[config.mk]
export PLATFORM = sky130hd
export DESIGN_NAME = dmem_arbiter_flat
export DESIGN_NICKNAME = d
export VERILOG_FILES = /design/src/rtl/dmem_arbiter_pkg.sv /design/src/rtl/dmem_arbiter_if.sv /design/src/rtl/dmem_arbiter_rr_arb2.sv /design/src/rtl/dmem_arbiter.sv /design/src/flat_wrapper.sv
export SDC_FILE = /design/constraint.sdc
export NUM_CORES = 1
export LEC_CHECK = 0
export ABC_AREA = 1
export BUFFER_PORTS_ARGS = -buffer_cell sky130_fd_sc_hd__buf_2
export CORE_MARGIN = 1
export CORE_UTILIZATION = 51
export CTS_CLUSTER_SIZE = 30
export DETAILED_ROUTE_END_ITERATION = 7
export GPL_ROUTABILITY_DRIVEN = 0
export PLACE_DENSITY = 0.84
export SYNTH_ARGS = -nofsm -noshare
export SYNTH_HDL_FRONTEND = slang
export SYNTH_SLANG_ARGS = --single-unit
[constraint.sdc]
create_clock -name clk -period 4.8 [get_ports clk]
set_input_delay 0.24 -clock clk [delete_from_list [all_inputs] [get_ports clk]]
set_output_delay 0.24 -clock clk [all_outputs]
set_load 0.005 [all_outputs]
[src/rtl/dmem_arbiter_pkg.sv]
// Shared types for the data-memory arbiter: FSM encodings, port ids, latched access record.
// Also used by other shared-resource arbiters built on rr_arb2.
package dmem_arbiter_pkg;

  localparam int DEPTH_DEF = 64;
  localparam int AW_DEF    = 6;

  typedef enum logic [1:0] {
    ST_IDLE   = 2'd0,
    ST_ACCESS = 2'd1,
    ST_RESP   = 2'd2
  } state_t;

  localparam logic PORT_CORE = 1'b0;
  localparam logic PORT_DBG  = 1'b1;

  // One accepted access, frozen on the granting edge.
  typedef struct packed {
    logic        port;
    logic        we;
    logic        err;
    logic [31:0] addr;
    logic [31:0] wdata;
  } op_t;

endpackage

[src/rtl/dmem_arbiter_if.sv]
// Bundle of both requester handshakes plus the single-port memory bus.
// slave = arbiter view, master = requesters/memory view.
interface dmem_arbiter_if;

  logic        req0;
  logic        we0;
  logic [31:0] addr0;
  logic [31:0] wdata0;
  logic        gnt0;
  logic        rvalid0;
  logic [31:0] rdata0;
  logic        err0;

  logic        req1;
  logic        we1;
  logic [31:0] addr1;
  logic [31:0] wdata1;
  logic        gnt1;
  logic        rvalid1;
  logic [31:0] rdata1;
  logic        err1;

  logic        mem_we;
  logic [31:0] mem_a;
  logic [31:0] mem_wd;
  logic [31:0] mem_rd;

  modport slave (
    input  req0, we0, addr0, wdata0,
    output gnt0, rvalid0, rdata0, err0,
    input  req1, we1, addr1, wdata1,
    output gnt1, rvalid1, rdata1, err1,
    output mem_we, mem_a, mem_wd,
    input  mem_rd
  );

  modport master (
    output req0, we0, addr0, wdata0,
    input  gnt0, rvalid0, rdata0, err0,
    output req1, we1, addr1, wdata1,
    input  gnt1, rvalid1, rdata1, err1,
    input  mem_we, mem_a, mem_wd,
    output mem_rd
  );

endinterface

[src/rtl/dmem_arbiter_rr_arb2.sv]
// Two-input round-robin picker: a lone requester wins, on contention the port that was not granted last wins.
// Purely combinational, zero latency; the caller owns last_grant and the hold-until-grant handshake.
module rr_arb2
  import dmem_arbiter_pkg::*;
(
  input  logic [1:0] i_req,
  input  logic       i_last_grant,
  output logic [1:0] o_gnt
);

  always_comb begin
    o_gnt = 2'b00;
    if (i_req[0] && (!i_req[1] || (i_last_grant == PORT_DBG))) begin
      o_gnt[0] = 1'b1;
    end else if (i_req[1]) begin
      o_gnt[1] = 1'b1;
    end
  end

endmodule

[src/rtl/dmem_arbiter.sv]
// Round-robin arbiter for the single-port data memory; grant combinational, response pulse 2 cycles after grant.
// Requests are held until gnt; at most one access in flight, peak one access per 2 cycles.
module dmem_arbiter
  import dmem_arbiter_pkg::*;
#(
  parameter int DEPTH = DEPTH_DEF,
  parameter int AW    = AW_DEF
) (
  input  logic           clk,
  input  logic           reset,
  dmem_arbiter_if.slave  bus
);

  state_t      r_state;
  state_t      w_state_nxt;
  logic        r_last_grant;
  op_t         r_op;
  op_t         w_op_nxt;
  logic        w_grant_en;
  logic [1:0]  w_req;
  logic [1:0]  w_gnt;
  logic [31:0] w_rsp_data;
  logic [1:0]  r_rvalid;
  logic [1:0]  r_err;
  logic [31:0] r_rdata0;
  logic [31:0] r_rdata1;

  // Misaligned, or word index beyond the attached array (DEPTH need not be a power of two).
  function automatic logic f_addr_bad(input logic [31:0] a);
    return (a[1:0] != 2'b00) || (a[31:AW+2] != '0) ||
           ({1'b0, a[AW+1:2]} >= (AW+1)'(DEPTH));
  endfunction

  assign w_grant_en = (r_state == ST_IDLE) || (r_state == ST_RESP);
  assign w_req      = {bus.req1, bus.req0} & {2{w_grant_en}};

  rr_arb2 u_rr_arb2 (
    .i_req        (w_req),
    .i_last_grant (r_last_grant),
    .o_gnt        (w_gnt)
  );

  always_comb begin
    w_op_nxt = '0;
    if (w_gnt[1]) begin
      w_op_nxt.port  = PORT_DBG;
      w_op_nxt.we    = bus.we1;
      w_op_nxt.addr  = bus.addr1;
      w_op_nxt.wdata = bus.wdata1;
    end else begin
      w_op_nxt.port  = PORT_CORE;
      w_op_nxt.we    = bus.we0;
      w_op_nxt.addr  = bus.addr0;
      w_op_nxt.wdata = bus.wdata0;
    end
    w_op_nxt.err = f_addr_bad(w_op_nxt.addr);
  end

  always_comb begin
    w_state_nxt = r_state;
    case (r_state)
      ST_IDLE:   if (|w_gnt) w_state_nxt = ST_ACCESS;
      ST_ACCESS: w_state_nxt = ST_RESP;
      ST_RESP:   w_state_nxt = (|w_gnt) ? ST_ACCESS : ST_IDLE;
      default:   w_state_nxt = ST_IDLE;
    endcase
  end

  always_ff @(posedge clk or negedge reset) begin
    if (!reset) begin
      r_state <= ST_IDLE;
    end else begin
      r_state <= w_state_nxt;
    end
  end

  // last_grant resets to the debug port so the core wins the first contention.
  always_ff @(posedge clk or negedge reset) begin
    if (!reset) begin
      r_op         <= '0;
      r_last_grant <= PORT_DBG;
    end else if (|w_gnt) begin
      r_op         <= w_op_nxt;
      r_last_grant <= w_gnt[1];
    end
  end

  assign w_rsp_data = (r_op.err || r_op.we) ? '0 : bus.mem_rd;

  always_ff @(posedge clk or negedge reset) begin
    if (!reset) begin
      r_rvalid <= 2'b00;
      r_err    <= 2'b00;
      r_rdata0 <= '0;
      r_rdata1 <= '0;
    end else begin
      r_rvalid <= 2'b00;
      r_err    <= 2'b00;
      if (r_state == ST_ACCESS) begin
        r_rvalid[r_op.port] <= 1'b1;
        r_err[r_op.port]    <= r_op.err;
        if (r_op.port == PORT_CORE) begin
          r_rdata0 <= w_rsp_data;
        end else begin
          r_rdata1 <= w_rsp_data;
        end
      end
    end
  end

  assign bus.gnt0    = w_gnt[0];
  assign bus.gnt1    = w_gnt[1];
  assign bus.rvalid0 = r_rvalid[0];
  assign bus.rvalid1 = r_rvalid[1];
  assign bus.err0    = r_err[0];
  assign bus.err1    = r_err[1];
  assign bus.rdata0  = r_rdata0;
  assign bus.rdata1  = r_rdata1;

  // Registers only feed the memory bus, so reset kills mem_we without waiting for a clock.
  assign bus.mem_we  = (r_state == ST_ACCESS) && r_op.we && !r_op.err;
  assign bus.mem_a   = r_op.addr;
  assign bus.mem_wd  = r_op.wdata;

endmodule

[src/flat_wrapper.sv]
// flat-port wrapper written by rule: the top's interface ports become plain ports
module dmem_arbiter_flat import dmem_arbiter_pkg::*;
#(
  parameter int DEPTH = DEPTH_DEF,
  parameter int AW    = AW_DEF
)
  (clk, reset, bus_req0, bus_we0, bus_addr0, bus_wdata0, bus_gnt0, bus_rvalid0, bus_rdata0, bus_err0, bus_req1, bus_we1, bus_addr1, bus_wdata1, bus_gnt1, bus_rvalid1, bus_rdata1, bus_err1, bus_mem_we, bus_mem_a, bus_mem_wd, bus_mem_rd);
  dmem_arbiter_if bus_i ();
  input  logic clk;
  input  logic reset;
  input wire logic [$bits(bus_i.req0)-1:0] bus_req0;
  input wire logic [$bits(bus_i.we0)-1:0] bus_we0;
  input wire logic [$bits(bus_i.addr0)-1:0] bus_addr0;
  input wire logic [$bits(bus_i.wdata0)-1:0] bus_wdata0;
  output wire logic [$bits(bus_i.gnt0)-1:0] bus_gnt0;
  output wire logic [$bits(bus_i.rvalid0)-1:0] bus_rvalid0;
  output wire logic [$bits(bus_i.rdata0)-1:0] bus_rdata0;
  output wire logic [$bits(bus_i.err0)-1:0] bus_err0;
  input wire logic [$bits(bus_i.req1)-1:0] bus_req1;
  input wire logic [$bits(bus_i.we1)-1:0] bus_we1;
  input wire logic [$bits(bus_i.addr1)-1:0] bus_addr1;
  input wire logic [$bits(bus_i.wdata1)-1:0] bus_wdata1;
  output wire logic [$bits(bus_i.gnt1)-1:0] bus_gnt1;
  output wire logic [$bits(bus_i.rvalid1)-1:0] bus_rvalid1;
  output wire logic [$bits(bus_i.rdata1)-1:0] bus_rdata1;
  output wire logic [$bits(bus_i.err1)-1:0] bus_err1;
  output wire logic [$bits(bus_i.mem_we)-1:0] bus_mem_we;
  output wire logic [$bits(bus_i.mem_a)-1:0] bus_mem_a;
  output wire logic [$bits(bus_i.mem_wd)-1:0] bus_mem_wd;
  input wire logic [$bits(bus_i.mem_rd)-1:0] bus_mem_rd;
  assign bus_i.req0 = bus_req0;
  assign bus_i.we0 = bus_we0;
  assign bus_i.addr0 = bus_addr0;
  assign bus_i.wdata0 = bus_wdata0;
  assign bus_gnt0 = bus_i.gnt0;
  assign bus_rvalid0 = bus_i.rvalid0;
  assign bus_rdata0 = bus_i.rdata0;
  assign bus_err0 = bus_i.err0;
  assign bus_i.req1 = bus_req1;
  assign bus_i.we1 = bus_we1;
  assign bus_i.addr1 = bus_addr1;
  assign bus_i.wdata1 = bus_wdata1;
  assign bus_gnt1 = bus_i.gnt1;
  assign bus_rvalid1 = bus_i.rvalid1;
  assign bus_rdata1 = bus_i.rdata1;
  assign bus_err1 = bus_i.err1;
  assign bus_mem_we = bus_i.mem_we;
  assign bus_mem_a = bus_i.mem_a;
  assign bus_mem_wd = bus_i.mem_wd;
  assign bus_i.mem_rd = bus_mem_rd;
  dmem_arbiter #(.DEPTH(DEPTH), .AW(AW)) u_core (.clk(clk), .reset(reset), .bus(bus_i));
endmodule
==> metrics.txt <==
post-synthesis instance area=0.006741 mm^2; CP Data Arrival Time=2.79 ns; Post-synth EDFFs=0; gr usage total=0.2375; sequential share of the synthesized area=0.5124; Final Max Slew Viols=0; via/cell ratio=4.931; Synthesized Nets=876; Finish-stage setup viols=0; ys flop type=dfrtp_1; total grt overflow=0; type of the worst min-delay path=input port to register; HPWL Detailed=11.45 mm; wire length per cell=14.55 um; run status=finished, final reports clean; vias=5503; Sequential Power Share=0.408; Worst Max-Slew Pin Slew=1.130 ns; post_cts resized=0; area grow syn2layout=24.20%; hold_buf cts=1; # DRC=0; Reg2Reg Depth=7; syn avg cell area=9.495 um^2; Reg2Reg Setup Slack=2.32 ns; Clock Path Buffers=2; largest net degree at the start of global routing=86; clock network power share=0.400; initial antenna violation count=0; internal power=2.463 mW; Initial Util=0.5278; Tmin final=2.480 ns; vias in the first global route=5107; num rows=41; I/O pin count=301; crit-path max FO=67; Sw Pwr=0.9512 mW; post-route setup TNS=0 ns; Syn. warnings=0; Placed Instances=1083; final wirelength=16.24 mm; ANT nets after route=0; Non-Filler Instances=1116; core box area=0.01277 mm^2; Hold EP=u_core.bus.mem_wd[4]; I/O Buffers=300; nets=1097; drt first pass iters=5; htree depth=4; worst r2r src=u_core.r_state[0]; Leak=4.701 nW; Synth async-reset ratio=1.000; Setup CP Type=register to register; Inserted Diodes=0; reg2reg end=u_core.bus.mem_a[28]; Rel. slew slack=0.2470; synthesized flop and latch total=138; hold path depth=3; clk root buf=clkbuf_16; CTS tree=yes; maxcap violations=0; Die X=117.0 um; Max Clk Rate=0.4033 GHz; first-pass GRT wire length=24.58 mm; min-delay src=bus_wdata0[4]; crit path capture type=register; Mapped Cells=710; 1st-iter DRT viols=395; Gate power share=0.191; CP startpoint kind=register; setup bufs post-CTS=0; Final Hold Viols=0; worst ir drop on vdd=0.0001868 V; power per cell area=407.8 mW/mm^2; clock transition at the registers of the reported paths=0.06 ns; Required @ worst endpoint=5.11 ns; clk sinks=138; layout cells sized above 1=0.4354; final instance area=0.008373 mm^2; Layout Skew=0.008794 ns; Distinct cells, synth=30; Fill cells=1009; Tcrit/Tclk final=0.5166; Die Ht=117.0 um; RSZ-0062 raised after global routing=false; dpl cell area=0.007739 mm^2; switching share of power=0.2786; Worst-Skew Late Latency=0.41 ns; DIE AREA=0.01368 mm^2; Inserted Clock Buffers=17
-- through the flow --
step | setup WS (ns) | hold WS (ns) | power [mW] | util
after floorplan | 3.291 | -0.05559 | 1.958 | -
after global placement | 2.388 | 0.3354 | 2.054 | 0.6058
after detailed placement | 2.333 | 0.3255 | 2.069 | 0.6058
after CTS | 2.317 | 0.04705 | 3.445 | 0.6555
after global routing | 2.070 | 0.05626 | 3.592 | 0.6555
final | 2.320 | 0.06360 | 3.415 | 0.6555
-- routing by layer --
metal / up-vias / track usage / wire length [um]
met2: 271 / 0.4028 / 8030
met3: 21 / 0.07570 / 1392
li1: 2673 / - / -
met4: 0 / 0.09114 / 290
met1: 2538 / 0.2824 / 6524
met5: - / 0 / 0
-- state kept, by name, summed over array words and instances (netlist names) --
name	count
u_core.r_state	2
u_core.bus.rdata1	32
u_core.r_err	2
u_core.bus.mem_a	32
u_core.r_rvalid	2
u_core.bus.rdata0	32
u_core.r_op	3
u_core.bus.mem_wd	32
u_core.r_last_grant	1
-- worst max-delay path, stage by stage, from the launching register on --
cell	delay, ns
dfrtp_1	0.41
inv_2	0.10
nand2_4	0.24
inv_4	0.35
nor2_8	0.12
inv_2	0.81
nor2_1	0.10
a31oi_1	0.21
-- power groups by stage --
stage	combinational, mW	sequential (mW)	clock [mW]
floorplan	0.565	1.39	0
global placement	0.645	1.41	0
detailed placement	0.659	1.41	0
CTS	0.661	1.39	1.39
global route	0.736	1.41	1.45
finish	0.654	1.39	1.37
-- final cells by class --
class                           count  area (um^2)  share of cell area
Sequential cell                   138         3455              0.4126
Multi-Input combinational cell    415         2333              0.2787
Timing Repair Buffer              303         1533              0.1831
Clock buffer                       19        432.9             0.05170
Tap cell                          172        215.2             0.02570
Inverter                           56        212.7             0.02540
Clock inverter                     13        191.4             0.02286
-- cell usage in the layout, fill, tap and decap left out, drive strengths merged --
master,count
clkinv,4
dlygate4sd3,1
nand3b,6
buf,302
a31oi,13
a22oi,1
mux2,64
dfstp,1
clkinvlp,3
a21oi,40
o21ai,58
dfrtp,137
nor3,3
nand3,14
inv,58
nor2,104
nand2,112
clkbuf,19
bufinv,4
-- how the worst max path moves through the flow --
stage	startpoint	to	slack (ns)	depth (start not counted)
after floorplan	u_core.r_last_grant	u_core.r_op[64]	3.29	12
after global placement	u_core.r_state[0]	u_core.bus.mem_a[16]	2.39	6
after detailed placement	u_core.r_state[0]	u_core.bus.mem_a[28]	2.33	7
after CTS	u_core.r_state[0]	u_core.bus.mem_a[28]	2.32	7
after global routing	u_core.r_state[0]	u_core.bus.mem_a[28]	2.07	7
final	u_core.r_state[0]	u_core.bus.mem_a[28]	2.32	7
-- cells by family (layout without fill, tap and decap cells) --
group           count (synthesis)  in the layout  share of synthesized area
buf+inv                       157            391                     0.1414
flops                         138            138                     0.5124
compound gates                112            112                    0.08593
mux                            64             64                     0.1069
simple gates                  239            239                     0.1533
-- cells in the mapped netlist (8+ instances only) --
cell type  count  share of area
dfrtp_1      137           0.51
nand2_1      109          0.061
nor2_1        99          0.055
buf_4         71          0.079
mux2_2        63           0.11
o21ai_0       54          0.040
inv_1         53          0.030
a21oi_1       40          0.030
a31oi_1       13          0.012
clkbuf_1      12         0.0067
nand3_1       10         0.0074
buf_6          8          0.013
(Power assumes the default switching activity.)
